<file path="config.mk">
export PLATFORM = sky130hd
export DESIGN_NAME = pipe_ctrl
export DESIGN_NICKNAME = d
export VERILOG_FILES = /design/src/rtl/pipe_ctrl_pkg.sv /design/src/rtl/pipe_ctrl_mc_down_counter.sv /design/src/rtl/pipe_ctrl.sv
export SDC_FILE = /design/constraint.sdc
export NUM_CORES = 1
export LEC_CHECK = 0
export CELL_PAD_IN_SITES_DETAIL_PLACEMENT = 1
export CELL_PAD_IN_SITES_GLOBAL_PLACEMENT = 1
export CORE_MARGIN = 4
export CORE_UTILIZATION = 29
export DETAILED_ROUTE_END_ITERATION = 6
export PLACE_DENSITY_LB_ADDON = 0.1
export SKIP_CTS_REPAIR_TIMING = 1
export SYNTH_ARGS = -nofsm -noshare
export SYNTH_HDL_FRONTEND = slang
export SYNTH_SLANG_ARGS = --single-unit
</file>
<file path="constraint.sdc">
create_clock -name clk -period 2.17 [get_ports clk]
set_input_delay 0.434 -clock clk [delete_from_list [all_inputs] [get_ports clk]]
set_output_delay 0.434 -clock clk [all_outputs]
set_load 0.05 [all_outputs]
</file>
<file path="src/rtl/pipe_ctrl_pkg.sv">
// rtl/pipe_ctrl_pkg.sv - shared stall bus layout, stall masks and controller state encodings
package pipe_ctrl_pkg;

  localparam int StallBusMsb = 5;

  localparam int StallPc  = 0;
  localparam int StallIf  = 1;
  localparam int StallId  = 2;
  localparam int StallEx  = 3;
  localparam int StallMem = 4;
  localparam int StallWb  = 5;

  // ex stall freezes pc..ex while mem/wb drain; decode stall freezes pc..id
  localparam logic [StallBusMsb:0] StallMaskNone = 6'b000000;
  localparam logic [StallBusMsb:0] StallMaskEx   = 6'b001111;
  localparam logic [StallBusMsb:0] StallMaskId   = 6'b000111;

  localparam logic FlushEnable = 1'b1;

  typedef enum logic [1:0] {
    CtrlIdle   = 2'd0,
    CtrlMcRun  = 2'd1,
    CtrlMcDone = 2'd2,
    CtrlFlush  = 2'd3
  } ctrl_state_t;

endpackage

</file>
<file path="src/rtl/pipe_ctrl_mc_down_counter.sv">
// rtl/pipe_ctrl_mc_down_counter.sv - loadable decrement counter with an is_one flag
module pipe_ctrl_mc_down_counter #(
  parameter int CNT_W = 6
) (
  input  logic             clk,
  input  logic             rst,
  input  logic             i_load,
  input  logic             i_dec,
  input  logic [CNT_W-1:0] i_load_val,
  output logic [CNT_W-1:0] o_cnt,
  output logic             o_is_one
);

  logic [CNT_W-1:0] r_cnt;

  always_ff @(posedge clk) begin
    if (rst) begin
      r_cnt <= '0;
    end else if (i_load) begin
      r_cnt <= i_load_val;
    end else if (i_dec) begin
      r_cnt <= r_cnt - CNT_W'(1);
    end
  end

  assign o_cnt    = r_cnt;
  assign o_is_one = (r_cnt == CNT_W'(1));

endmodule

</file>
<file path="src/rtl/pipe_ctrl.sv">
// rtl/pipe_ctrl.sv - pipeline controller merging decode stalls, multi-cycle execute and flush redirects
module pipe_ctrl
  import pipe_ctrl_pkg::*;
#(
  parameter int CNT_W = 6
) (
  input  logic                   clk,
  input  logic                   rst,
  input  logic                   stallreq_id_i,
  input  logic                   mc_start_i,
  input  logic [CNT_W-1:0]       mc_cycles_i,
  input  logic                   flush_req_i,
  input  logic [31:0]            flush_pc_i,
  output logic [StallBusMsb:0]   stall_o,
  output logic                   flush_o,
  output logic [31:0]            new_pc_o,
  output logic                   mc_busy_o,
  output logic                   mc_done_o
);

  ctrl_state_t      r_state;
  ctrl_state_t      w_state_next;
  logic             w_load;
  logic             w_dec;
  logic             w_is_one;
  logic [CNT_W-1:0] w_load_val;
  logic [CNT_W-1:0] w_cnt;
  logic [31:0]      r_new_pc;
  logic             w_ex_stall;

  // a zero-cycle request still needs one run cycle so the done pulse has a slot
  assign w_load_val = (mc_cycles_i == '0) ? CNT_W'(1) : mc_cycles_i;

  pipe_ctrl_mc_down_counter #(.CNT_W(CNT_W)) u_cnt (
    .clk        (clk),
    .rst        (rst),
    .i_load     (w_load),
    .i_dec      (w_dec),
    .i_load_val (w_load_val),
    .o_cnt      (w_cnt),
    .o_is_one   (w_is_one)
  );

  always_ff @(posedge clk) begin
    if (rst) begin
      r_state <= CtrlIdle;
    end else begin
      r_state <= w_state_next;
    end
  end

  always_comb begin
    w_state_next = r_state;
    w_load       = 1'b0;
    w_dec        = 1'b0;
    case (r_state)
      CtrlIdle: begin
        if (flush_req_i) begin
          w_state_next = CtrlFlush;
        end else if (mc_start_i) begin
          w_state_next = CtrlMcRun;
          w_load       = 1'b1;
        end
      end
      CtrlMcRun: begin
        if (flush_req_i) begin
          w_state_next = CtrlFlush;
        end else if (w_is_one) begin
          w_state_next = CtrlMcDone;
        end else begin
          w_dec = 1'b1;
        end
      end
      CtrlMcDone: w_state_next = flush_req_i ? CtrlFlush : CtrlIdle;
      CtrlFlush:  w_state_next = flush_req_i ? CtrlFlush : CtrlIdle;
      default:    w_state_next = CtrlIdle;
    endcase
  end

  // every state moves to FLUSH on a request, so the target is captured unconditionally
  always_ff @(posedge clk) begin
    if (rst) begin
      r_new_pc <= '0;
    end else if (flush_req_i) begin
      r_new_pc <= flush_pc_i;
    end
  end

  assign w_ex_stall = (r_state == CtrlMcRun) || ((r_state == CtrlIdle) && mc_start_i);

  always_comb begin
    stall_o = StallMaskNone;
    if (rst || (r_state == CtrlFlush) || flush_req_i) begin
      stall_o = StallMaskNone;
    end else if (w_ex_stall) begin
      stall_o = StallMaskEx;
    end else if (stallreq_id_i) begin
      stall_o = StallMaskId;
    end
  end

  assign flush_o   = (r_state == CtrlFlush) ? FlushEnable : 1'b0;
  assign new_pc_o  = r_new_pc;
  assign mc_busy_o = (r_state == CtrlMcRun);
  assign mc_done_o = (r_state == CtrlMcDone);

endmodule

</file>
==> results of run 1 <==
-- cells in the final DEF, fill, tap and decap left out, drive strengths merged, types with 2 or more instances in the layout --
| cell | instances |
|---|---|
| clkdlybuf4s50 | 72 |
| nor2 | 44 |
| dfxtp | 40 |
| mux2i | 33 |
| buf | 14 |
| clkbuf | 7 |
| inv | 5 |
| a211oi | 4 |
| a21oi | 4 |
| nor3 | 3 |
| nor4 | 3 |
| xor2 | 2 |
| ha | 2 |
| conb | 2 |
| o211ai | 2 |
-- Yosys cell counts --
| library cell | number | area, sq um |
|---|---|---|
| o211ai_1 | 1 | 7.51 |
| or3_1 | 1 | 6.26 |
| nor4b_4 | 1 | 23.8 |
| nor3b_2 | 1 | 12.5 |
| o21a_1 | 1 | 7.51 |
| nand3_1 | 1 | 5.00 |
| a211oi_1 | 3 | 22.5 |
| o31ai_1 | 1 | 7.51 |
| dfxtp_1 | 40 | 801 |
| or4_1 | 1 | 7.51 |
| nand2b_1 | 1 | 6.26 |
| o311a_2 | 1 | 11.3 |
| mux2i_1 | 33 | 330 |
| o221ai_1 | 1 | 8.76 |
| ha_1 | 2 | 25.0 |
| a21oi_1 | 4 | 20.0 |
| buf_6 | 1 | 11.3 |
| and2_1 | 1 | 6.26 |
| nor3_1 | 3 | 15.0 |
| nor2_1 | 44 | 165 |
| nand4_1 | 1 | 6.26 |
| nor4_1 | 2 | 12.5 |
| conb_1 | 1 | 3.75 |
| nor2b_1 | 1 | 6.26 |
| xnor2_1 | 1 | 8.76 |
| clkbuf_1 | 6 | 22.5 |
| buf_4 | 4 | 30.0 |
| inv_1 | 5 | 18.8 |
| o211ai_2 | 1 | 12.5 |
| xor2_1 | 2 | 17.5 |
| a211oi_2 | 1 | 12.5 |
| nand2_1 | 1 | 3.75 |
| buf_2 | 4 | 20.0 |
| nor4_2 | 1 | 12.5 |
-- flip-flops by register name, summed over array words and instances, names as in the netlist --
signal and cells:
new_pc_o 32, u_cnt.o_cnt 6, r_state 2
-- power breakdown --
| part | switching (mW) | leakage, nW | internal (mW) | total (mW) |
|---|---|---|---|---|
| registers | 0.0372 | 0.330 | 0.784 | 0.821 |
| clock network | 0.238 | 0.0503 | 0.283 | 0.521 |
| logic | 0.291 | 0.742 | 0.225 | 0.516 |
-- worst reg2reg max path, cell delays in order, from the launching register on --
cell and delay [ps]:
dfxtp_1 430, inv_1 90, ha_1 200, nand2b_1 190, o211ai_2 140, o311a_2 370, nor4_2 200
-- routing by layer --
| metal | vias to the layer above | GRT usage, % | share of wire [%] |
|---|---|---|---|
| met1 | 675 | 14.7 | 42 |
| li1 | 735 | - | - |
| met5 | - | 0 | 0 |
| met4 | 0 | 3.51 | 0.68 |
| met3 | 4 | 5.79 | 10 |
| met2 | 53 | 21.6 | 47 |
-- final timing paths --
kind	start	end	slack, ps	depth (start not counted)
worst min register to register	new_pc_o[17]$_SDFFE_PP0P_	new_pc_o[17]$_SDFFE_PP0P_	490	2
worst max register to register	u_cnt.o_cnt[1]$_SDFFE_PP0P_	u_cnt.o_cnt[4]$_SDFFE_PP0P_	470	6
worst min-delay path	new_pc_o[17]$_SDFFE_PP0P_	new_pc_o[17]$_SDFFE_PP0P_	490	2
worst max-delay path	rst	stall_o[2]	180	4
-- cells by family after synthesis --
logic type	after synthesis	share of synthesized area [%]
flops	40	47.4
compound gates	14	6.52
mux	33	19.6
simple gates	60	17.1
xor+xnor	3	1.56
fa+ha+maj	2	1.48
buf+inv	20	6.08
other cells	1	0.222
-- through the flow --
stage | instances | cell area (sq um) | worst slack [ps] | util (%)
2_1_floorplan | 174 | 1720 | 75.5 | -
3_3_place_gp | 317 | 2600 | 18.4 | 46.6
3_5_place_dp | 317 | 2600 | -31.4 | 46.6
4_1_cts | 324 | 2700 | -30.9 | 48.4
5_1_grt | 325 | 2730 | 127 | 48.9
6_report | 325 | 2730 | 183 | 48.9
-- cell type report --
| class | count | area [sq um] |
|---|---|---|
| tap | 72 | 90.1 |
| multi-input combinational | 114 | 823 |
| clock buffer | 7 | 96.3 |
| fill | 634 | 2850 |
| timing repair buffer | 87 | 898 |
| inverter | 5 | 18.8 |
| sequential | 40 | 801 |
==> impl_metrics.json, run 1 <==
{
  "dr.first_iter.drc_count": 45,
  "finalSetupTns_ps": 0,
  "layout.nets": 298,
  "grtUsageTotal_pct": 12.8,
  "hold_viol_final": 0,
  "fin_total_pwr_mw": 1.86,
  "synth-seq-cells": 40,
  "boundaryPins": 84,
  "initial_core_util_pct": 30.3,
  "slew_violations": 0,
  "grt_max_degree": 38,
  "slew-limit-headroom_pct": 64.1,
  "cp_data_required_time_ps": 1740,
  "antenna_found_initial": 0,
  "ir_drop_uv": 393,
  "crit_path_start_kind": "input port",
  "drc": 0,
  "fp.dieArea_sq_um": 7100,
  "grt_overflow": 0,
  "clk_latency_ps": 280,
  "netlist_instances": 173,
  "cpMaxStageDelayCell": "clkdlybuf4s50_1",
  "grt_pass1_vias": 1617,
  "leakage_nw": 1.12,
  "die_w_um": 84.3,
  "drt_wl_total_um": 4440,
  "numCtsBuffers": 5,
  "yosysWarnings": 0,
  "syn-cell-area_sq_um": 1690,
  "cts_tree": "done",
  "core_area_sq_um": 5570,
  "gp_congestion": 0.746,
  "status": "completed",
  "wire_per_inst_um": 13.7,
  "layout-drive-gt1-share_pct": 12.6,
  "rows": 27,
  "max_freq_mhz": 503,
  "numPortBuffers": 81,
  "tightest_slew_ps": 536,
  "worst-setup-path-type": "in2out",
  "cpMostUsedCell": "buf_12",
  "die_height_um": 84.3,
  "slowest_delay_ps": 580,
  "drtAntennaViolNets": 0,
  "maxCapViolCount": 0,
  "critPathCaptureType": "primary output",
  "whs_ps": 492,
  "avgSynthCellArea_sq_um": 9.76,
  "critical_path_buf_inv_count": 3,
  "rsz0062_at_grt": "no",
  "cts_sinks": 40,
  "yosysUniqueCellTypes": 34,
  "p_per_area_nw_per_um2": 681,
  "cts_buffer_depth": 2,
  "dp_hpwl_um": 3380,
  "crit_family": "buffers and inverters",
  "critical_path.cell_chain": "clkdlybuf4s50_1 -> nor3_4 -> buf_12 -> buf_12",
  "hold_class": "reg2reg",
  "critPathMaxFanout": 6,
  "num_antenna_cells": 0,
  "htreeDepth": 2,
  "clock_skew_ps": 2.11,
  "drt-pass1-iter-count": 4,
  "clockRootBuffer": "clkbuf_8",
  "finalCritPeriodShare_pct": 91.5,
  "period_minus_slack_ps": 1990,
  "yosysSeqAreaShare_pct": 47.4,
  "setup_viol": 0,
  "area_growth_pct": 61.6,
  "critPathArrivalTime_ps": 1550,
  "vias": 1467,
  "path_clk_slew_ps": 70,
  "viasPerCell": 4.51,
  "grt_pass1_wl_um": 7510
}
Power figures use the tool's default switching activity.
==> run 2: changes to the inputs <==
--- a/config.mk
+++ b/config.mk
@@ -10,6 +10,7 @@
 export CORE_MARGIN = 4
 export CORE_UTILIZATION = 29
 export DETAILED_ROUTE_END_ITERATION = 6
+export GPL_TIMING_DRIVEN = 0
 export PLACE_DENSITY_LB_ADDON = 0.1
 export SKIP_CTS_REPAIR_TIMING = 1
 export SYNTH_ARGS = -nofsm -noshare
==> run 2 against run 1 <==
Fmax fell by 6.4%. First-iteration DRC count fell by 42%. Critical path type unchanged. Die area did not move. Worst setup slack got worse by 140 ps.
==> impl_metrics.json, run 2 (same netlist as run 1, synthesis figures left out) <==
{
  "status": "completed",
  "hold_viol_final": 0,
  "clockRootBuffer": "clkbuf_8",
  "largest_reg_flops": 32,
  "ff2ff_setup_slack_ps": 470,
  "grtUsageTotal_pct": 13.5,
  "dr.first_iter.drc_count": 26,
  "grt_max_degree": 13,
  "cts_buffer_depth": 2,
  "pwr-share-clk_pct": 33.1,
  "numPortBuffers": 80,
  "layout-drive-gt1-share_pct": 12.9,
  "regArea_sq_um": 801,
  "drtAntennaViolNets": 0,
  "dp_hpwl_um": 3510,
  "r2r_end": "u_cnt.o_cnt[4]$_SDFFE_PP0P_",
  "grt_pass1_vias": 1612,
  "layout_common_cells": "72 x clkdlybuf4s50_1, 42 x nor2_1, 40 x dfxtp_1",
  "setup_viol": 0,
  "crit_family": "buffers and inverters",
  "initial_core_util_pct": 30.3,
  "hold_class": "reg2reg",
  "drt_wl_total_um": 4600,
  "cp_data_required_time_ps": 1740,
  "cts_sinks": 40,
  "slew-limit-headroom_pct": 64.7,
  "antenna_found_initial": 0,
  "critical_path_buf_inv_count": 4,
  "htreeDepth": 2,
  "die_height_um": 84.3,
  "cp-endpoint": "stall_o[3]",
  "tightest_slew_ps": 527,
  "core_area_sq_um": 5570,
  "critPathArrivalTime_ps": 1690,
  "gp_congestion": 0.714,
  "period_minus_slack_ps": 2120,
  "finalCritPeriodShare_pct": 97.8,
  "maxCapViolCount": 0,
  "critPathCaptureType": "primary output",
  "clk_latency_ps": 290,
  "critPathMaxFanout": 10,
  "fin_total_pwr_mw": 2.01,
  "switching_share_pct": 29.4,
  "pwr-share-comb_pct": 26.0,
  "multi_input_area_sq_um": 825,
  "area_growth_pct": 64.4,
  "crit_path_start_kind": "input port",
  "path_clk_slew_ps": 70,
  "die_w_um": 84.3,
  "slew_violations": 0,
  "clock_skew_ps": 5.00,
  "p_int_mw": 1.42,
  "slowest_delay_ps": 460,
  "drt-pass1-iter-count": 4,
  "crit_cells": 5,
  "numCtsBuffers": 5,
  "final_util_pct": 49.8,
  "reg2reg_from": "u_cnt.o_cnt[1]$_SDFFE_PP0P_",
  "rsz0062_at_grt": "no",
  "p_per_area_nw_per_um2": 724,
  "fin_cells": 336,
  "power_switching_mw": 0.590,
  "n_fill_cell": 642,
  "place_inst": 326,
  "final_common_cell": "clkdlybuf4s50_1",
  "wire_per_inst_um": 13.7,
  "grt_pass1_wl_um": 7740,
  "layout.nets": 308,
  "startpoint": "flush_req_i",
  "critical_path.cell_chain": "clkdlybuf4s50_1 -> buf_6 -> buf_8 -> nor4_4 -> buf_4",
  "num_antenna_cells": 0,
  "max_freq_mhz": 471,
  "p_seq_share_pct": 40.9,
  "ir_drop_uv": 334,
  "whs_ps": 498,
  "cts_tree": "done",
  "drc": 0,
  "grt_overflow": 0,
  "viasPerCell": 4.44,
  "fp.dieArea_sq_um": 7100,
  "leakage_nw": 1.20,
  "boundaryPins": 84,
  "rows": 27,
  "cpMaxStageDelayCell": "clkdlybuf4s50_1",
  "worst-setup-path-type": "in2out",
  "r2r_cells": 6,
  "vias": 1493
}
## run 2: cell count changes in the layout (fill, tap and decap cells not counted), moves of 2 or more
cell            delta
buf_12             -5
buf_6              +2
clkbuf_1           +5
clkbuf_2           +2
dlymetal6s2s_1     +3
## run 2: layer usage
metal | track usage [%] | wire [um] | vias up
met3 | 5.59 | 374 | 7
met4 | 3.51 | 52 | 0
met1 | 15.6 | 1970 | 682
met5 | 0 | 0 | -
li1 | - | - | 755
met2 | 23.2 | 2200 | 49
## run 2: power by group through the flow
stage	combinational [mW]	clock, mW	sequential (mW)
global route	0.559	0.716	0.830
CTS	0.523	0.696	0.821
floorplan	0.206	0	0.953
detailed placement	0.521	0	0.837
finish	0.522	0.665	0.821
global placement	0.517	0	0.836
## run 2: cell type report
class / instances / share of cell area (%)
multi-input combinational: 114 / 29.7
clock inverter: 1 / 1.08
timing repair buffer: 82 / 29.3
clock buffer: 7 / 3.47
tap: 72 / 3.25
inverter: 5 / 0.676
buffer: 15 / 3.65
sequential: 40 / 28.9
## run 2: how the worst min path moves through the flow
stage	from	end	slack, ps	depth (start not counted)
after global placement	new_pc_o[6]$_SDFFE_PP0P_	new_pc_o[6]$_SDFFE_PP0P_	470	2
after floorplan	u_cnt.o_cnt[5]$_SDFFE_PP0P_	u_cnt.o_cnt[5]$_SDFFE_PP0P_	570	2
after CTS	new_pc_o[5]$_SDFFE_PP0P_	new_pc_o[5]$_SDFFE_PP0P_	510	2
final	new_pc_o[4]$_SDFFE_PP0P_	new_pc_o[4]$_SDFFE_PP0P_	500	2
after detailed placement	new_pc_o[31]$_SDFFE_PP0P_	new_pc_o[31]$_SDFFE_PP0P_	490	2
after global routing	new_pc_o[31]$_SDFFE_PP0P_	new_pc_o[31]$_SDFFE_PP0P_	550	2
## run 2: tightest hold or removal path, stage by stage, from the launching register on
cell     delay (ps)
dfxtp_1         330
mux2i_1          60
nor2_1           70
## run 2: per-stage QoR
step | setup WS, ps | area, sq um | TNS [ps]
6_report | 48.4 | 2780 | 0
5_1_grt | 12.7 | 2780 | 0
4_1_cts | -827 | 2740 | -3400
3_5_place_dp | -819 | 2610 | -3460
3_3_place_gp | -806 | 2610 | -3340
2_1_floorplan | 75.5 | 1720 | 0
==> RTL change 1 (config.mk and constraints of run 2) <==
Set the package constant `StallBusMsb` to 10 (it was 5).
--- a/src/rtl/pipe_ctrl_pkg.sv
+++ b/src/rtl/pipe_ctrl_pkg.sv
@@ -3,3 +3,3 @@
 
-  localparam int StallBusMsb = 5;
+  localparam int StallBusMsb = 10;
 
Ports: changed (resized stall_o); port bits go from 84 to 89. The function was not compared with the original's and may differ.
==> RTL change 1 against run 2 <==
Critical endpoint is now stall_o[2]. Highest routed layer unchanged. Setup slack better by 110 ps. Final area is 1.3% higher. Clock skew about the same. Sequential cell count unchanged. Power grew 3.7%. Global-route usage down 0.52 points. Routed wire length is 4.0% higher. Area after synthesis up 2.2%. Critical path depth up 1. Register-to-register slack lost 40 ps. Sequential power barely moved. Die area grew 2.0%. Combinational power up 4.4%.
==> RTL change 1: results (changes against run 2) <==
| Metric | Value |
|---|---|
| Max reg flops | `32 (unchanged)` |
| DR WL/cell | `13.9 um (+1.9%)` |
| Largest cells by area after synthesis | `dfxtp_1 (46%), mux2i_1 (19%), nor2_1 (9.6%)` |
| Slew headroom | `62.8% (-1.9 points)` |
| Top post-synthesis cells by count | `nor2_1 (44), dfxtp_1 (40), mux2i_1 (33)` |
| Highest Signal Layer | `met4` |
| Maximum vdd drop | `0.378 mV (+13%)` |
| All-Layer GR Usage | `13.0% (-0.52 points)` |
| Async SR Flop Fraction | `0% (unchanged)` |
| DP HPWL | `3.70 mm (+5.6%)` |
| Warnings from Yosys | `0 (unchanged)` |
| Initial antenna violation count | `0 (unchanged)` |
| Crit Path Max Fanout | `5 (-5)` |
| Met3 wire len | `502 um (+34%)` |
| FF-to-FF setup slack | `430 ps (-40 ps)` |
| Pre-CTS worst setup slack | `-827 ps (-7.60 ps)` |
| Switch share | `29.6% (+0.19 points)` |
| Met3 Use GR | `6.99% (+1.4 points)` |
| Status | `complete, no violations` |
| Reg clk slew, reported paths | `80 ps` |
| RD Place Congestion | `0.736 (+3.1%)` |
| Grt met1 use | `16.0% (+0.38 points)` |
| Largest net degree at the start of global routing | `13 (unchanged)` |
| WP data arrival | `1580 ps (-110 ps)` |
| Slowest CP cell | `dfxtp_1` |
| H-tree levels | `2 (unchanged)` |
| IO Port Bufs | `80 (unchanged)` |
| Crit path launch | `r_state[0]` |
| P_leak | `1.24 nW (+3.4%)` |
| Worst setup path endpoint | `stall_o[2]` |
| Vias per cell | `4.48 (+0.91%)` |
| Skew final | `4.69 ps (-0.317 ps)` |
| ANT cells | `0 (unchanged)` |
| Filler instances | `649 (+1.1%)` |
| Seq/Total Area, Yosys | `46.4% (-1.0 points)` |
| Crit path largest cell delay | `420 ps (-40 ps)` |
| Met2 Use GR | `19.9% (-3.3 points)` |
| Routed wl met2 | `2.18 mm (-0.68%)` |
| Nets | `316 (+2.6%)` |
| Top delay family on crit path | `simple AND/OR/NAND/NOR gates` |
| Vias in the first global route | `1,522 (-5.6%)` |
| Routed length on met1 | `2.07 mm (+4.8%)` |
| Fin crit period | `2010 ps (-109 ps)` |
| DRC marker count from the first detailed-route iteration | `30 (+15%)` |
| First-pass GRT wire length | `7.53 mm (-2.8%)` |
| Share of cells above drive strength 1 | `12.9% (+0.036 points)` |
## RTL change 1: cell families after synthesis
| logic type | share of synthesized area, % |
|---|---|
| flops | 46.4 |
| other cells | 0.217 |
| compound gates | 6.38 |
| buf+inv | 8.12 |
| fa+ha+maj | 1.45 |
| mux | 19.1 |
| xor+xnor | 1.52 |
| simple gates | 16.8 |
## RTL change 1: worst min-delay path by stage
| stage | cells after the start | slack [ps] | end | from |
|---|---|---|---|---|
| finish | 2 | 500 | new_pc_o[6] | new_pc_o[6] |
| global route | 3 | 510 | u_cnt.o_cnt[1] | mc_start_i |
| floorplan | 2 | 570 | u_cnt.o_cnt[5] | u_cnt.o_cnt[5] |
| global placement | 2 | 470 | new_pc_o[6] | new_pc_o[6] |
| detailed placement | 2 | 480 | new_pc_o[6] | new_pc_o[6] |
| CTS | 2 | 500 | new_pc_o[6] | new_pc_o[6] |
## RTL change 1: cell type report
class                   count  area share [%]
inverters                   5           0.668
repair buffers             80            28.5
clock inverters             2            2.14
well taps                  72            3.21
flip-flops and latches     40            28.5
multi-input cells         119            29.7
clock buffers               5            2.45
plain buffers              20            4.81
## RTL change 1: power groups by stage
stage,Sequential (mW),Clock [mW],Combinational [mW]
6_report,0.820,0.718,0.545
5_1_grt,0.828,0.770,0.579
4_1_cts,0.820,0.740,0.551
3_5_place_dp,0.836,0,0.548
3_3_place_gp,0.836,0,0.544
2_1_floorplan,0.953,0,0.232
## RTL change 1: stage by stage
step                cells  total power, mW  hold slack (ps)  instance area (um^2)  utilization (%)
floorplan             184             1.18              570                  1770                -
global placement      336             1.38              472                  2670             47.2
detailed placement    336             1.38              484                  2670             47.2
CTS                   343             2.11              504                  2790             49.5
global route          343             2.18              513                  2810             49.8
finish                343             2.08              497                  2810             49.8
==> RTL change 2 (flow settings as in run 2) <==
Made on the original files. Make the reset (`rst`) asynchronous in 3 clocked blocks.
--- a/src/rtl/pipe_ctrl_mc_down_counter.sv
+++ b/src/rtl/pipe_ctrl_mc_down_counter.sv
@@ -15,3 +15,3 @@
 
-  always_ff @(posedge clk) begin
+  always_ff @(posedge clk or posedge rst) begin
     if (rst) begin
--- a/src/rtl/pipe_ctrl.sv
+++ b/src/rtl/pipe_ctrl.sv
@@ -43,3 +43,3 @@
 
-  always_ff @(posedge clk) begin
+  always_ff @(posedge clk or posedge rst) begin
     if (rst) begin
@@ -80,3 +80,3 @@
   // every state moves to FLUSH on a request, so the target is captured unconditionally
-  always_ff @(posedge clk) begin
+  always_ff @(posedge clk or posedge rst) begin
     if (rst) begin
Behaviour: differs if rst is asserted again (counterexample within 4 cycles, from zero or initial values and one cycle with rst high); with rst held inactive, the same outputs for 10 cycles.
==> RTL change 2 against run 2 <==
Final area up 0.18%. Power up 13%. Routed wire length up 1.8%. Cell count down 12%. Area after synthesis up 3.6%. Non-clock buffer count down 7. Utilization down 2.6 points. Clock skew down 0.81 ps. Fmax up 1.5%. Setup slack better by 32 ps. Sequential cell count unchanged. Largest cell class is now sequential cells.
==> RTL change 2: results (changes against run 2) <==
| Metric | Value |
|---|---|
| Filler instances | `645 (+0.47%)` |
| Hold slack | `506 ps (+8.28 ps)` |
| Non-filler cells in the finished layout | `295 (-12%)` |
| P_leak | `1.20 nW (about the same)` |
| Top post-synthesis cells by count | `dfrtp_1 (40), mux2_2 (32), nor2_1 (8)` |
| Skew final | `4.19 ps (-0.815 ps)` |
| Largest net degree at the start of global routing | `41 (+28)` |
| Largest cells by area after synthesis | `dfrtp_1 (57%), mux2_2 (21%), buf_4 (1.7%)` |
| IO Port Bufs | `81 (+1.3%)` |
| Crit Path Max Fanout | `3 (-7)` |
| Vias per cell | `4.48 (+0.93%)` |
| Status | `complete, no violations` |
| Crit path largest cell delay | `490 ps (+30 ps)` |
| DP HPWL | `3.64 mm (+3.9%)` |
| Vias in the first global route | `1,512 (-6.2%)` |
| FF-to-FF setup slack | `450 ps (-20 ps)` |
| Pre-Repair DR Iteration Count | `2 (-2)` |
| Placed Instances | `290 (-11%)` |
| Maximum vdd drop | `0.335 mV (+0.30%)` |
| WP data arrival | `1660 ps (-30 ps)` |
| Placed cell areas | `0.00271 mm^2 (+3.7%)` |
| RD Place Congestion | `0.765 (+7.1%)` |
| First-pass GRT wire length | `7.81 mm (+0.89%)` |
| Final wirelength | `4.68 mm (+1.8%)` |
| DRC marker count from the first detailed-route iteration | `12 (-54%)` |
| Post-synthesis mux area share | `21.2% (+1.6 points)` |
| Seq/Total Area, Yosys | `57.3% (+9.8 points)` |
| Synth area leader | `dfrtp_1` |
| Post-synth cell types | `31 (-8.8%)` |
| Slew at the pin closest to its max-slew limit | `892 ps (+365 ps)` |
| Xor and xnor area share after synthesis | `1.00% (-0.55 points)` |
| Share of cells above drive strength 1 | `25.0% (+12 points)` |
| Post-Syn Instances | `133 (-23%)` |
[RTL change 2: cell count changes after synthesis, sizes merged, moves of 3 or more]
cell	run 2	this run
mux2	0	32
clkbuf	6	0
nand2	1	7
nor2	44	8
a211oi	4	0
dfxtp	40	0
nor3b	1	4
mux2i	33	1
dfrtp	0	40
o21ai	0	5
[RTL change 2: worst paths after layout]
path	startpoint	to	cells after the start
worst max-delay path	rst	stall_o[0]	4
worst min-delay path	new_pc_o[6]	new_pc_o[6]	1
worst max register to register	u_cnt.o_cnt[1]	r_state[0]	5
worst min register to register	new_pc_o[6]	new_pc_o[6]	1
max in group asynchronous	rst	new_pc_o[15]	2
min in group asynchronous	rst	new_pc_o[30]	2
[RTL change 2: per-layer routing]
layer / wire length [um] / vias up / GRT usage [%]
li1: - / 626 / -
met1: 1810 / 654 / 15.3
met2: 2480 / 38 / 23.4
met3: 345 / 5 / 5.19
met4: 51 / 0 / 4.32
met5: 0 / - / 0
[RTL change 2: kinds of logic (layout without fill, tap and decap cells)]
group / count (synthesis) / after routing
other: 1 / 2
and+or+nand+nor: 32 / 32
adders and majority gates: 2 / 2
muxes: 33 / 33
AOI/OAI and AO/OA: 11 / 11
buffers and inverters: 12 / 98
xor gates and xnor gates: 2 / 2
DFF: 40 / 40
[RTL change 2: power by group through the flow]
stage          Sequential [mW]  Clock (mW)  Combinational [mW]
6_report                 0.960       0.443               0.866
4_1_cts                  0.964       0.463               0.881
5_1_grt                  0.981       0.501               0.921
3_5_place_dp             0.978           0               0.877
3_3_place_gp             0.970           0               0.849
2_1_floorplan             1.17           0               0.354
[RTL change 2: area by class of cell]
type	instances	area [um^2]	share of cell area (%)
tap	75	93.8	3.38
inverter	3	11.3	0.405
timing repair buffer	81	817	29.4
sequential	40	1000	36.0
buffer	9	77.6	2.79
clock buffer	5	68.8	2.48
multi-input combinational	82	711	25.6
[RTL change 2: worst max-delay path: cells and delay by family]
| family | cells | cell delay [ps] |
|---|---|---|
| buffers and inverters | 2 | 780 |
| AOI/OAI and AO/OA | 1 | 180 |
| and+or+nand+nor | 1 | 250 |
